--- src/rtl/mem_stage_pkg.sv ---
// rtl/mem_stage_pkg.sv - shared widths, load-size codes and bus layouts for the memory stage
package mem_stage_pkg;

   localparam int ES_MS_BUS_W = 74;
   localparam int MS_WS_BUS_W = 70;

   localparam logic [1:0] LD_B = 2'b00;
   localparam logic [1:0] LD_H = 2'b01;
   localparam logic [1:0] LD_W = 2'b10;

   typedef struct packed {
      logic        ld_unsigned;
      logic [1:0]  ld_size;
      logic        res_from_mem;
      logic        gr_we;
      logic [4:0]  dest;
      logic [31:0] alu_result;
      logic [31:0] pc;
   } es_to_ms_t;

   typedef struct packed {
      logic        gr_we;
      logic [4:0]  dest;
      logic [31:0] final_result;
      logic [31:0] pc;
   } ms_to_ws_t;

endpackage

--- src/rtl/mem_stage_load_extract.sv ---
// rtl/mem_stage_load_extract.sv - byte/half/word lane select with sign or zero extension
module mem_stage_load_extract
   import mem_stage_pkg::*;
(
   input  logic [31:0] raw,
   input  logic [1:0]  off,
   input  logic [1:0]  ld_size,
   input  logic        ld_unsigned,
   output logic [31:0] data
);

   logic [7:0]  byte_sel;
   logic [15:0] half_sel;

   always_comb begin
      byte_sel = raw[7:0];
      case (off)
         2'd0:    byte_sel = raw[7:0];
         2'd1:    byte_sel = raw[15:8];
         2'd2:    byte_sel = raw[23:16];
         default: byte_sel = raw[31:24];
      endcase
      half_sel = off[1] ? raw[31:16] : raw[15:0];
   end

   // Reserved size code 2'b11 falls through to the word path.
   always_comb begin
      data = raw;
      case (ld_size)
         LD_B:    data = {{24{!ld_unsigned && byte_sel[7]}}, byte_sel};
         LD_H:    data = {{16{!ld_unsigned && half_sel[15]}}, half_sel};
         default: data = raw;
      endcase
   end

endmodule

--- src/rtl/mem_stage.sv ---
// rtl/mem_stage.sv - memory pipeline stage: load data capture/extract, writeback handoff, forwarding
module mem_stage
   import mem_stage_pkg::*;
#(
   parameter int ES_TO_MS_BUS_WD = ES_MS_BUS_W,
   parameter int MS_TO_WS_BUS_WD = MS_WS_BUS_W
) (
   input  logic                       clk,
   input  logic                       reset,
   input  logic                       ws_allowin,
   output logic                       ms_allowin,
   input  logic                       es_to_ms_valid,
   input  logic [ES_TO_MS_BUS_WD-1:0] es_to_ms_bus,
   input  logic [31:0]                data_sram_rdata,
   output logic                       ms_to_ws_valid,
   output logic [MS_TO_WS_BUS_WD-1:0] ms_to_ws_bus,
   output logic [4:0]                 ms_to_ds_dest,
   output logic [31:0]                ms_to_ds_result
);

   logic        ms_valid;
   logic        ms_ready_go;
   logic        first;
   logic        buf_valid;
   logic [31:0] rdata_buf;
   es_to_ms_t   ms_bus;
   ms_to_ws_t   ws_bus;
   logic        load_bus;
   logic        leave;
   logic [31:0] raw_data;
   logic [31:0] ld_data;
   logic [31:0] final_result;

   assign ms_ready_go    = 1'b1;
   assign ms_allowin     = !ms_valid || (ms_ready_go && ws_allowin);
   assign ms_to_ws_valid = ms_valid && ms_ready_go;
   assign load_bus       = es_to_ms_valid && ms_allowin;
   assign leave          = ms_valid && ws_allowin;

   // The SRAM output only belongs to this instruction in its first cycle,
   // so a stalled load latches it then and reads the latch afterwards.
   always_ff @(posedge clk) begin
      if (reset) begin
         ms_valid  <= 1'b0;
         ms_bus    <= '0;
         first     <= 1'b0;
         buf_valid <= 1'b0;
         rdata_buf <= '0;
      end else begin
         if (ms_allowin) begin
            ms_valid <= es_to_ms_valid;
         end
         if (load_bus) begin
            ms_bus <= es_to_ms_bus;
         end
         first <= load_bus;
         if (load_bus || leave) begin
            buf_valid <= 1'b0;
         end else if (ms_valid && first) begin
            buf_valid <= 1'b1;
            rdata_buf <= data_sram_rdata;
         end
      end
   end

   assign raw_data = buf_valid ? rdata_buf : data_sram_rdata;

   mem_stage_load_extract u_load_extract (
      .raw         (raw_data),
      .off         (ms_bus.alu_result[1:0]),
      .ld_size     (ms_bus.ld_size),
      .ld_unsigned (ms_bus.ld_unsigned),
      .data        (ld_data)
   );

   assign final_result = ms_bus.res_from_mem ? ld_data : ms_bus.alu_result;

   assign ws_bus.gr_we        = ms_bus.gr_we;
   assign ws_bus.dest         = ms_bus.dest;
   assign ws_bus.final_result = final_result;
   assign ws_bus.pc           = ms_bus.pc;
   assign ms_to_ws_bus        = ws_bus;

   assign ms_to_ds_dest   = ms_bus.dest & {5{ms_valid && ms_bus.gr_we}};
   assign ms_to_ds_result = final_result;

endmodule

--- config.mk ---
export PLATFORM = sky130hd
export DESIGN_NAME = mem_stage
export DESIGN_NICKNAME = d
export VERILOG_FILES = /design/src/rtl/mem_stage_pkg.sv /design/src/rtl/mem_stage_load_extract.sv /design/src/rtl/mem_stage.sv
export SDC_FILE = /design/constraint.sdc
export NUM_CORES = 1
export LEC_CHECK = 0
export ABC_AREA = 1
export ABC_CLOCK_PERIOD_IN_PS = 1900
export BUFFER_PORTS_ARGS = -buffer_cell sky130_fd_sc_hd__buf_2
export CAP_MARGIN = 20
export CORE_AREA = 2 2 121 123
export CTS_BUF_LIST = sky130_fd_sc_hd__clkbuf_16
export CTS_CLUSTER_DIAMETER = 60
export DETAILED_ROUTE_END_ITERATION = 12
export DIE_AREA = 0 0 123 125
export PLACE_DENSITY = 0.76
export SLEW_MARGIN = 30
export SYNTH_ARGS = -nofsm -noshare
export SYNTH_HDL_FRONTEND = slang
export SYNTH_HIERARCHICAL = 1
export SYNTH_SLANG_ARGS = --single-unit
--- constraint.sdc ---
create_clock -name clk -period 1.9 [get_ports clk]
set_input_delay 0.095 -clock clk [delete_from_list [all_inputs] [get_ports clk]]
set_output_delay 0.095 -clock clk [all_outputs]
set_load 0.02 [all_outputs]
==> qor.txt <==
Outcome = complete, but fails checks
Setup ws final = -0.3084 ns
CTS tree = yes
Failing checks = setup timing
Die Area = 15380 um2
Flip-flop and latch area = 2187 um2
Register area share after synthesis = 0.3459
Max-slew headroom = 0.6464
VDD IR-drop max = 0.0004814 V
M1 GR Usage = 0.3177
Syn_nets = 1006
Die height = 125 um
Hold Fails Final Rpt = 0
Remaining Overflow, GRT = 0
ANT nets after route = 0
Highest clock rate = 452.8 MHz
Top post-synthesis cells by area = dfxtp_1 35%, nand2_1 15%, buf_4 8.8%, nand4_1 7.3%, nand3_1 6.4%
1st-iter DRT viols = 566
Cell Count, Final, Fillers Out = 1321
Vias = 6910
Kind of critical path = register to output pin
Max-Cap Viols = 0
Cells after Synth = 896
Layout cells sized above 1 = 0.3278
Placed insts = 1196
Largest net degree at the start of global routing = 75
Post-Route WL = 20630 um
GP Congestion = 0.8633
Critical path peak fanout = 7
Final min period = 2.208 ns
DRC = 0
Die W = 123 um
Post-Syn Area per Cell = 7.041 um2
Pwr Density = 691.0 nW/um2
Worst-path clk slew = 0.08 ns
Most frequent cells in the layout = 240 x nand2_1, 159 x buf_2, 107 x dfxtp_1, 102 x dlygate4sd3_1, 80 x nand3_1
Detailed Routing Iterations Pass 1 = 5
Worst Path Required = 1.80 ns
Nets = 1240
Via density = 5.231
Antenna violations before repair = 2
# IOs = 219
Yosys warnings = 6
H-Tree Depth = 3
Static Leak = 4.742 nW
Met3 Usage GRT = 0.05566
Slew @ Worst Pin = 0.5303 ns
Met2 Track Usage GR = 0.3965
# clock sinks = 109
Fillers = 1175
Routed wire per std cell = 15.62 um
TritonCTS Buffers = 9
Final period utilization = 1.162
HP Class = primary input to register
Area leader, netlist = dfxtp_1
Netlist cell types = 25
Worst EP arrival = 2.11 ns
GR peak layer = met2
Final setup violating endpoints = 64
Final Skew = 0.006940 ns
I/O Buffers = 218
Initial Util = 0.4442
Core area = 14200 um2
FP Rows = 44
Clk buf depth = 2
CTS Root Cell = clkbuf_16
First-pass GRT wire length = 30820 um
Synth top area share = 0.3459
Cell Area, Synth = 6309 um2
Max-slew violations = 0
Unrepaired setup endpoints after global routing = yes
Worst skew pair latency = 0.36 ns
P&R area growth vs syn = 45.06%
Placed cell areas = 7122 um2
Final instance area = 9151 um2
#FFs+latches synth = 109
CP Launch Type = register
Placed wire-length estimate = 12470 um
Multi-input gate area = 3284 um2
CP endpoint kind = output pin
GRT Total Usage = 0.2478
Commonest non-fill, non-tap cell in the layout = nand2_1
Vias in the first global route = 6328
-- power breakdown --
group	switching (mW)	leakage, nW	internal (mW)
Sequential	0.0739	0.894	2.40
Clock	0.985	0.148	0.938
Combinational	1.02	3.70	0.904
-- cell families after synthesis --
family,after synthesis,share of synthesized area
flip-flops,109,0.3459
AO/OA/AOI/OAI,51,0.04482
multiplexers,32,0.05712
buffers and inverters,194,0.1739
AND/OR/NAND/NOR,510,0.3782
-- state kept, by name (all words and copies together), names as in the netlist --
| register | cells |
|---|---|
| buf_valid | 1 |
| ms_to_ws_valid | 1 |
| first | 1 |
| ms_bus | 36 |
| ms_to_ws_bus | 38 |
| rdata_buf | 32 |
-- area by class of cell --
class / instances / area share
Antenna cell: 2 / 0.0005469
Multi-Input combinational cell: 593 / 0.3589
Sequential cell: 109 / 0.2390
Inverter: 55 / 0.02393
Timing Repair inverter: 1 / 0.0006836
Tap cell: 184 / 0.02516
Clock inverter: 7 / 0.008340
Clock buffer: 9 / 0.02461
Timing Repair Buffer: 361 / 0.3188
-- worst paths after layout --
path | startpoint | endpoint | slack, ns | cells past startpoint
worst min-delay path | data_sram_rdata[7] | rdata_buf[7]$_SDFFE_PP0P_ | 0.02 | 3
worst max-delay path | buf_valid$_SDFFE_PP0P_ | ms_to_ws_bus[57] | -0.31 | 12
worst max register to register | ms_to_ws_valid$_SDFFE_PP0P_ | ms_bus[49]$_SDFFE_PP0P_ | 0.45 | 5
worst min register to register | ms_to_ws_bus[29]$_SDFFE_PP0P_ | ms_to_ws_bus[29]$_SDFFE_PP0P_ | 0.46 | 2
-- critical path, cell delays in order (launching register included) --
cell and delay (ns):
dfxtp_4 0.41, inv_8 0.06, nand2_4 0.05, o21ai_2 0.05, inv_1 0.09, nand2_2 0.08, nand2_2 0.08, nand3_4 0.08
nand3_4 0.18, clkbuf_16 0.18, nand3_2 0.06, mux2_4 0.29, buf_6 0.14
-- routing by layer --
metal  up-vias  share of wire  routed length (um)
li1       3331              -                   -
met1      3186           0.40                8345
met2       335           0.48                9905
met3        58          0.080                1643
met4         0          0.036                 735
met5         -              0                   0
-- cell usage after synthesis --
cell type  instances
o21ai_0           33
nand2_1          253
buf_6              3
nor3_2             1
buf_1              9
o21ai_1            1
mux2_2            32
inv_2              4
a21oi_1            9
buf_4             74
inv_1             50
buf_2             27
o21a_4             1
clkbuf_1          24
inv_4              1
nor2_1            73
nand4_1           74
nand3_4            1
o211ai_1           7
nand2_2            4
buf_12             2
dfxtp_1          109
nand3_2           22
nand3_1           81
nand4_4            1
-- what timing repair did --
action,CTS,global route
hold buffers,102,0
buffers inserted,2,1
pin swaps,0,7
gates cloned,1,1
hold endpoints to repair,103,0
resized for setup,70,143
endpoints found under the setup margin,64,64
-- per-stage QoR --
step	setup TNS (ns)	setup WS [ns]	hold WS (ns)	total power, mW	util
after global routing	-21.19	-0.3880	0.02924	6.587	0.6443
after global placement	0	0.05389	0.3148	3.908	0.5014
after detailed placement	0	0.04206	0.3165	3.921	0.5014
after floorplan	0	0.005271	0.1641	3.571	-
after CTS	-11.63	-0.2339	0.0003993	6.079	0.6078
final	-15.87	-0.3084	0.01624	6.324	0.6443
Power figures use the tool's default switching activity.
